### src/rtl/riscv_lsu_pkg.sv
// riscv_lsu_pkg: shared LSU types, memory size codes and the byte-enable helper.
package riscv_lsu_pkg;
  localparam int MSIZE_WIDTH = 3;

  typedef enum logic [1:0] {ADP_IDLE, ADP_REQ, ADP_WAIT} dmem_adp_state_t;

  localparam logic [MSIZE_WIDTH-1:0] MSIZE_B  = 3'b000;
  localparam logic [MSIZE_WIDTH-1:0] MSIZE_H  = 3'b001;
  localparam logic [MSIZE_WIDTH-1:0] MSIZE_W  = 3'b010;
  localparam logic [MSIZE_WIDTH-1:0] MSIZE_BU = 3'b100;
  localparam logic [MSIZE_WIDTH-1:0] MSIZE_HU = 3'b101;

  function automatic logic [3:0] be_gen(input logic [MSIZE_WIDTH-1:0] size, input logic [1:0] addr);
    return size == MSIZE_W ? 4'b1111 : (size[0] ? 4'b0011 : 4'b0001) << addr;
  endfunction
endpackage

### src/rtl/riscv_load_align.sv
// riscv_load_align: extracts the addressed byte/half from a raw word and sign/zero-extends it.
module riscv_load_align
  import riscv_lsu_pkg::*;
#(
  parameter int XLEN = 32
) (
  input  logic [XLEN-1:0]        word_i,
  input  logic [1:0]             off_i,
  input  logic [MSIZE_WIDTH-1:0] size_i,
  output logic [XLEN-1:0]        data_o
);
  logic [7:0]  b;
  logic [15:0] h;
  always_comb begin
    b = word_i[{off_i, 3'b000} +: 8];
    h = word_i[{off_i[1], 4'b0000} +: 16];
    data_o = size_i[1:0] == 2'b00 ? {{(XLEN-8){b[7] & ~size_i[2]}}, b} :
             size_i[1:0] == 2'b01 ? {{(XLEN-16){h[15] & ~size_i[2]}}, h} : word_i;
  end
endmodule

### src/rtl/riscv_dmem_adapter.sv
// riscv_dmem_adapter: LSU to data-memory bus bridge with alignment checks and load extension.
// Define RISCV_DMEM_RESP_REG_EN to register the bus response before extension (one extra cycle).
module riscv_dmem_adapter
  import riscv_lsu_pkg::*;
#(
  parameter int XLEN     = 32,
  parameter int BE_WIDTH = XLEN / 8
) (
  input  logic                   clk_i,
  input  logic                   rst_i,
  input  logic                   lsu_req_i,
  input  logic                   lsu_we_i,
  input  logic [MSIZE_WIDTH-1:0] lsu_size_i,
  input  logic [XLEN-1:0]        lsu_addr_i,
  input  logic [XLEN-1:0]        lsu_wdata_i,
  output logic                   lsu_busy_o,
  output logic                   lsu_done_o,
  output logic [XLEN-1:0]        lsu_rdata_o,
  output logic                   lsu_misalign_o,
  output logic                   lsu_fault_o,
  output logic                   dmem_req_o,
  output logic                   dmem_we_o,
  output logic [BE_WIDTH-1:0]    dmem_be_o,
  output logic [XLEN-1:0]        dmem_addr_o,
  output logic [XLEN-1:0]        dmem_wdata_o,
  input  logic                   dmem_gnt_i,
  input  logic                   dmem_rvalid_i,
  input  logic [XLEN-1:0]        dmem_rdata_i,
  input  logic                   dmem_err_i
);
  dmem_adp_state_t state_q, state_d;
  logic req_q, we_q, done_q, misalign_q, fault_q;
  logic [BE_WIDTH-1:0] be_q;
  logic [XLEN-1:0] addr_q, wdata_q, rdata_q, rsp_word, ext;
  logic [MSIZE_WIDTH-1:0] size_q;
  logic [1:0] off_q;
  logic idle, legal, misal, accept, reject, rsp_fire, rsp_err;

  assign idle   = state_q == ADP_IDLE;
  assign legal  = lsu_size_i inside {MSIZE_B, MSIZE_H, MSIZE_W, MSIZE_BU, MSIZE_HU};
  assign misal  = (lsu_size_i[1:0] == 2'b01 && lsu_addr_i[0]) ||
                  (lsu_size_i == MSIZE_W && lsu_addr_i[1:0] != 2'b00);
  assign accept = idle && lsu_req_i && legal && !misal;
  assign reject = idle && lsu_req_i && !accept;

`ifdef RISCV_DMEM_RESP_REG_EN
  // FSM stays in ADP_WAIT while the captured response is being extended.
  logic resp_q, err_q;
  logic [XLEN-1:0] word_q;
  always_ff @(posedge clk_i) begin
    if (rst_i) begin
      resp_q <= 1'b0;
      err_q  <= 1'b0;
      word_q <= '0;
    end else begin
      resp_q <= state_q == ADP_WAIT && dmem_rvalid_i && !resp_q;
      if (state_q == ADP_WAIT && dmem_rvalid_i && !resp_q) begin
        word_q <= dmem_rdata_i;
        err_q  <= dmem_err_i;
      end
    end
  end
  assign rsp_fire = resp_q;
  assign rsp_word = word_q;
  assign rsp_err  = err_q;
`else
  assign rsp_fire = state_q == ADP_WAIT && dmem_rvalid_i;
  assign rsp_word = dmem_rdata_i;
  assign rsp_err  = dmem_err_i;
`endif

  riscv_load_align #(.XLEN(XLEN)) u_align (
    .word_i (rsp_word),
    .off_i  (off_q),
    .size_i (size_q),
    .data_o (ext)
  );

  always_comb begin
    state_d = state_q;
    state_d = idle ? (accept ? ADP_REQ : ADP_IDLE) :
              state_q == ADP_REQ ? (dmem_gnt_i ? ADP_WAIT : ADP_REQ) :
              (rsp_fire ? ADP_IDLE : ADP_WAIT);
  end

  always_ff @(posedge clk_i) begin
    if (rst_i) begin
      state_q    <= ADP_IDLE;
      req_q      <= 1'b0;
      we_q       <= 1'b0;
      be_q       <= '0;
      addr_q     <= '0;
      wdata_q    <= '0;
      size_q     <= '0;
      off_q      <= '0;
      done_q     <= 1'b0;
      misalign_q <= 1'b0;
      fault_q    <= 1'b0;
      rdata_q    <= '0;
    end else begin
      state_q    <= state_d;
      done_q     <= rsp_fire || reject;
      misalign_q <= reject && legal;
      fault_q    <= rsp_fire ? rsp_err : reject && !legal;
      if (rsp_fire) rdata_q <= we_q ? '0 : ext;
      if (accept) begin
        req_q   <= 1'b1;
        we_q    <= lsu_we_i;
        be_q    <= be_gen(lsu_size_i, lsu_addr_i[1:0]);
        addr_q  <= {lsu_addr_i[XLEN-1:2], 2'b00};
        wdata_q <= lsu_size_i[1:0] == 2'b00 ? {BE_WIDTH{lsu_wdata_i[7:0]}} :
                   lsu_size_i[1:0] == 2'b01 ? {(BE_WIDTH/2){lsu_wdata_i[15:0]}} : lsu_wdata_i;
        size_q  <= lsu_size_i;
        off_q   <= lsu_addr_i[1:0];
      end else if (state_q == ADP_REQ && dmem_gnt_i) begin
        req_q <= 1'b0;
      end
    end
  end

  assign lsu_busy_o     = !idle;
  assign lsu_done_o     = done_q;
  assign lsu_rdata_o    = rdata_q;
  assign lsu_misalign_o = misalign_q;
  assign lsu_fault_o    = fault_q;
  assign dmem_req_o     = req_q;
  assign dmem_we_o      = we_q;
  assign dmem_be_o      = be_q;
  assign dmem_addr_o    = addr_q;
  assign dmem_wdata_o   = wdata_q;
endmodule

### config.mk
export PLATFORM = sky130hd
export DESIGN_NAME = riscv_dmem_adapter
export DESIGN_NICKNAME = d
export VERILOG_FILES = /design/src/rtl/riscv_lsu_pkg.sv /design/src/rtl/riscv_load_align.sv /design/src/rtl/riscv_dmem_adapter.sv
export SDC_FILE = /design/constraint.sdc
export NUM_CORES = 1
export LEC_CHECK = 0
export ABC_AREA = 0
export CORE_MARGIN = 1
export CORE_UTILIZATION = 35
export CTS_CLUSTER_SIZE = 25
export DETAILED_ROUTE_END_ITERATION = 8
export GPL_ROUTABILITY_DRIVEN = 0
export PLACE_DENSITY = 0.71
export SETUP_SLACK_MARGIN = 0.02
export SYNTH_ARGS = -nofsm -noshare
export SYNTH_HDL_FRONTEND = slang
export SYNTH_SLANG_ARGS = --single-unit
export TNS_END_PERCENT = 100
### constraint.sdc
create_clock -name clk_i -period 1.6 [get_ports clk_i]
set_input_delay 0.24 -clock clk_i [delete_from_list [all_inputs] [get_ports clk_i]]
set_output_delay 0.24 -clock clk_i [all_outputs]
set_load 0.05 [all_outputs]
==> impl_metrics.py <==
metrics = {
    "worst_setup_path": {
        "reg2reg_to": "lsu_rdata_o[23]$_SDFFE_PP0P_",
        "cp_max_fo": 16,
        "start_kind": "flip-flop",
        "required_ns": 1.84,
        "worstSetupPathType": "flip-flop to flip-flop",
        "r2r_slack_ns": 0.08,
        "r2r_start": "size_q[0]$_SDFFE_PP0P_",
        "arrival_ns": 1.76,
        "startpoint": "size_q[0]$_SDFFE_PP0P_",
        "reg2reg_depth": 5,
        "endpoint_kind": "flip-flop",
    },
    "clocking": {
        "cts-hold-fix-buffers": 0,
        "h-tree-depth": 3,
        "clock_path_buffers": 2,
        "cts.clk_slew.worst_paths_ns": 0.07,
        "clock_latency_ns": 0.35,
        "cts_buffers": 9,
        "root_buffer": "clkbuf_16",
        "cts_tree": "yes",
        "clock_sinks": 110,
    },
    "sta": {
        "finalCritPeriodShare": 0.948,
        "clock_skew_ns": 0.00711,
        "fmax_mhz": 659,
        "setup_violations": 0,
        "maxSlewViolCount": 0,
        "max_slew.worst_pin.slew_ns": 0.836,
        "slew-limit-headroom": 0.443,
        "setup_tns_ns": 0,
        "hold_viol_final": 0,
        "post-route-min-period_ns": 1.52,
        "rsz0062_at_grt": "yes",
    },
    "routing": {
        "totalWireLength_mm": 15.8,
        "dr.pass1.iters": 5,
        "drcViolationCount": 0,
        "vias": 5028,
        "drt-wirelength-per-cell_um": 16.2,
        "via_per_inst": 5.15,
        "antenna_left": 0,
        "drt_iter0_markers": 308,
    },
    "min_path": {
        "hold_path.class": "input pin to flip-flop",
        "holdCritStartpoint": "rst_i",
        "hold-path-endpoint": "lsu_rdata_o[0]$_SDFFE_PP0P_",
        "hold_path_depth": 5,
    },
    "final_layout": {
        "multi_input_area_um2": 2400,
        "nets": 902,
        "regArea_um2": 2210,
        "drive_above_1_share": 0.252,
        "n_antenna_cell": 0,
        "instances_no_fill": 977,
        "syn2layout_area_growth_pct": 55.1,
        "fillerInstances": 1213,
    },
    "synthesis": {
        "netlist.area_leader.share": 0.455,
        "ys_ff_latch": 110,
        "netlist_instances": 570,
        "avgSynthCellArea_um2": 8.49,
        "ys.flop_type": "dfxtp_1",
        "synth_area_leaders": "dfxtp_1 (45%), nand2_1 (10%), a21oi_1 (7.1%), a22o_1 (4.7%), mux2i_1 (3.5%)",
        "synth_top_area_cell": "dfxtp_1",
        "synth_warnings": 0,
        "yosysSeqAreaShare": 0.455,
        "ys_async_sr_fraction": 0,
        "syn_area_um2": 4840,
        "synth.distinct_cells": 41,
        "synth_edf_count": 0,
    },
    "placement": {
        "dpl.hpwl_mm": 11.9,
        "placedCellCount": 961,
        "io_buffer_count": 209,
    },
    "grt": {
        "antenna_found_initial": 0,
        "first_global_vias": 4976,
        "track_usage": 0.222,
        "grt_max_degree": 79,
        "grt_overflow_total": 0,
        "grt_pass1_wl_mm": 25.0,
    },
    "power_and_ir_drop": {
        "leakage_nw": 3.06,
        "ir_drop_uv": 513,
        "pwr_density_cell_nw_per_um2": 923,
    },
    "floorplanning": {
        "ioPinCount": 212,
        "dieArea_um2": 14300,
        "die-height_um": 120,
        "design.core.area_um2": 13300,
        "initial_utilization": 0.363,
        "fp.dieW_um": 120,
        "placementRows": 42,
    },
    "status": {
        "outcome": "completed",
    },
    "flow_run": {
        "maxCapViolCount": 0,
    },
}
==> cell usage after synthesis (2+ instances only) <==
| cell type | number |
|---|---|
| a22o_1 | 26 |
| mux4_2 | 7 |
| nor2b_1 | 9 |
| nand2b_1 | 19 |
| a211oi_1 | 10 |
| nor2_1 | 32 |
| a311oi_1 | 8 |
| or2_2 | 2 |
| o22ai_1 | 16 |
| o21ai_0 | 24 |
| dfxtp_1 | 110 |
| nor3_1 | 4 |
| mux2i_1 | 17 |
| a21oi_1 | 69 |
| buf_2 | 13 |
| clkbuf_1 | 28 |
| nand2_1 | 130 |
| a221o_1 | 7 |
| buf_4 | 9 |
| inv_1 | 9 |
==> logic make-up (layout without fill, tap and decap cells) <==
| kind of cell | count (synthesis) | in the layout | share of synthesized area |
|---|---|---|---|
| compound gates | 168 | 168 | 0.228 |
| simple gates | 205 | 205 | 0.186 |
| flops | 110 | 110 | 0.455 |
| xor+xnor | 1 | 1 | 0.00181 |
| mux | 25 | 25 | 0.0708 |
| other cells | 1 | 2 | 0.000775 |
| buf+inv | 60 | 290 | 0.0584 |
==> how the worst max path moves through the flow <==
stage / endpoint / slack, ns / depth (start not counted)
2_1_floorplan: lsu_rdata_o[21]$_SDFFE_PP0P_ / 0.04 / 6
3_3_place_gp: dmem_wdata_o[0]$_SDFFE_PP0P_ / -0.23 / 8
3_5_place_dp: lsu_rdata_o[10]$_SDFFE_PP0P_ / -0.30 / 5
4_1_cts: lsu_rdata_o[23]$_SDFFE_PP0P_ / 0.02 / 5
5_1_grt: dmem_wdata_o[0]$_SDFFE_PP0P_ / 0.009 / 7
6_report: lsu_rdata_o[23]$_SDFFE_PP0P_ / 0.08 / 5
==> power breakdown <==
part,internal [mW],switching (mW)
combinational,0.709,0.963
clock,1.23,1.09
sequential,2.86,0.0782
==> area by class of cell <==
type / instances / share of cell area
multi-input combinational: 401 / 0.319
timing repair buffer: 265 / 0.313
sequential: 110 / 0.294
clock buffer: 10 / 0.0305
tap: 176 / 0.0293
clock inverter: 6 / 0.00933
inverter: 9 / 0.00450
==> critical path: stages, from the launching register on <==
cell and delay (ns):
dfxtp_2 0.35, or3b_4 0.40, o2bb2ai_4 0.21, a2111oi_4 0.09, buf_12 0.17, a22o_1 0.18
==> routing by layer <==
metal	part of all wire	vias up	routed length, um	GRT usage
met1	0.41	2331	6410	0.264
met2	0.47	236	7440	0.367
li1	-	2430	-	-
met3	0.096	31	1510	0.0703
met5	0	-	0	0
met4	0.028	0	435	0.0969
==> flip-flops by register name, indices dropped and copies added (netlist names) <==
signal and flops:
state_q 2, lsu_done_o 1, dmem_be_o 4, dmem_addr_o 30, dmem_we_o 1, size_q 3
lsu_fault_o 1, lsu_rdata_o 32, dmem_req_o 1, lsu_misalign_o 1, off_q 2, dmem_wdata_o 32
==> cells in the final DEF, fill, tap and decap left out, types with 2 or more instances in the layout <==
master / instances
mux4_2: 7
buf_4: 151
nor2_1: 31
clkinvlp_4: 2
clkdlybuf4s50_1: 104
o22ai_1: 16
or2_2: 2
nand2_1: 130
buf_12: 8
o21ai_0: 23
inv_1: 9
a22o_1: 26
a311oi_1: 8
dfxtp_1: 106
clkbuf_16: 9
a21oi_1: 68
mux2i_1: 17
nand2b_1: 19
a221o_1: 7
dfxtp_2: 4
a211oi_1: 10
nor2b_1: 9
conb_1: 2
nor3_1: 4
==> repair_timing <==
action | in CTS | in global routing
resized for setup | 0 | 9
hold endpoints to repair | 0 | 0
setup buffers | 0 | 0
endpoints found under the setup margin | 0 | 25
==> stage by stage <==
step	utilization	hold slack [ns]	instance area, um^2	power [mW]	setup slack (ns)
detailed placement	0.538	0.448	7190	4.67	-0.305
floorplan	-	0.376	4860	3.93	0.0379
CTS	0.561	0.373	7490	6.98	0.0226
finish	0.563	0.390	7510	6.93	0.0833
global route	0.563	0.404	7510	7.23	0.00943
global placement	0.538	0.443	7190	4.64	-0.230
Note: power is estimated with default switching activity, not from simulation.
==> patch, RTL diff (same flow settings) <==
Change the package constant `MSIZE_WIDTH` from 3 to 5.
--- a/src/rtl/riscv_lsu_pkg.sv
+++ b/src/rtl/riscv_lsu_pkg.sv
@@ -1,6 +1,6 @@
 // riscv_lsu_pkg: shared LSU types, memory size codes and the byte-enable helper.
 package riscv_lsu_pkg;
-  localparam int MSIZE_WIDTH = 3;
+  localparam int MSIZE_WIDTH = 5;
 
   typedef enum logic [1:0] {ADP_IDLE, ADP_REQ, ADP_WAIT} dmem_adp_state_t;
 
Ports: changed (resized lsu_size_i); port bits go from 212 to 214. No check against the original RTL was run, so the function may have changed too.
==> patch against the unedited design <==
  * The flow now finishes with violations (setup timing)
  * Critical path depth shrank 2
  * Synthesized area increased by 5.4%
  * Maximum frequency fell by 10%
  * Non-clock buffer count up 33
  * Cell area increased by 11%
  * Sequential cell count is the same
  * Via count is 2.5% higher
  * Setup slack got worse by 170 ps
  * Wire length grew 9.2%
  * Total power shrank 8.8%
  * Count of clock-buffer cells in the layout is the same
  * Final cell count up 3.7%
  * Critical endpoint is now lsu_rdata_o[20]
==> patch: results (changes against the unedited design) <==
[run_status]
status = finished, violations left
violations = setup timing

[setup_path]
r2r-end = lsu_rdata_o[20]
ff2ff_path_depth = 3  ; -2
worst_path_max_delay_cell = mux4_2
worstReg2RegStart = off_q[0]
cp_max_fo = 8  ; -8

[global_route]
grt_pass1_vias = 5038  ; +1.2%
grt_pass1_wl_um = 26000  ; +3.7%
grt_start_max_net_pins = 27  ; -66%

[logic_synthesis]
ys_types = 43  ; +4.9%
ys_top_cells_by_count = nand2_1, dfxtp_1, mux2i_1
synth-seq-area-share_pct = 43.1  ; -2.3 points
ys_top_cells_by_area = dfxtp_1, mux2i_1, nand2_1

[min_path]
hold_depth = 3  ; -2
min_to = dmem_we_o
min_from = lsu_we_i

[drt]
drtIter0Drc = 326  ; +5.8%
wl_per_cell_um = 17.0  ; +5.4%

[timing]
fin_ws_ps = -87.8  ; -171 ps
setup-violations-final = 42  ; +42
final.setup_skew_ps = 13.9  ; +6.83 ps

[layout]
drive_above_1_share_pct = 32.5  ; +7.3 points
nets = 936  ; +3.8%

[power]
peakVddDrop_mv = 0.493  ; -3.9%

patch: power by group through the flow:
stage	Clock, uW	Combinational, uW	Sequential [uW]
after floorplan	0	385	3080
after global placement	0	1200	2890
after detailed placement	0	1210	2900
after CTS	2240	1280	2830
after global routing	2340	1380	2840
final	2180	1300	2830
patch: metrics by stage:
step	worst slack (ps)	cell area, um^2	hold slack, ps	util [%]	setup TNS [ps]
after global placement	-500	7680	443	54.7	-43590
final	-87.8	8350	446	59.5	-1390
after floorplan	-165	5120	378	-	-2090
after global routing	-124	8350	460	59.5	-6050
after CTS	-90.1	8270	436	58.9	-1780
after detailed placement	-590	7680	450	54.7	-49090
patch: worst max-delay path by stage:
stage | from | to | cells past startpoint
after detailed placement | lsu_size_i[1] | dmem_wdata_o[15] | 8
after global placement | lsu_size_i[1] | dmem_wdata_o[8] | 8
after global routing | off_q[0] | lsu_rdata_o[15] | 4
after floorplan | off_q[0] | lsu_rdata_o[22] | 5
after CTS | off_q[0] | lsu_rdata_o[20] | 3
final | off_q[0] | lsu_rdata_o[20] | 3
patch: logic make-up (layout without fill, tap and decap cells):
| kind of cell | count (synthesis) | in the layout | share of synthesized area (%) |
|---|---|---|---|
| compound gates | 101 | 102 | 14.4 |
| simple gates | 209 | 209 | 17.4 |
| flops | 110 | 110 | 43.1 |
| buf+inv | 58 | 323 | 5.52 |
| other cells | 1 | 2 | 0.0735 |
| mux | 87 | 87 | 19.5 |
patch: area by class of cell:
type | count | area (um^2)
clock inverters | 6 | 52.6
multi-input cells | 400 | 2840
well taps | 180 | 225
fillers | 1192 | 5690
flip-flops and latches | 110 | 2210
inverters | 9 | 33.8
repair buffers | 298 | 2770
clock buffers | 10 | 229
patch: per-layer routing:
layer,GRT usage [%],routed length (um),vias to the layer above
li1,-,-,2499
met1,27.8,7110,2412
met2,38.7,8470,212
met3,4.51,1240,32
met4,8.99,430,0
met5,0,0,-
patch: repair_timing:
action	in CTS	in global routing
cloned	4	1
pin swaps	11	9
setup endpoints to repair	107	105
hold buffers	0	0
resized for setup	43	21
setup buffers	5	0
patch: tightest hold or removal path, cell delays in order:
cell	delay [ps]
clkdlybuf4s50_1	400
nand2_1	60
mux2i_1	50
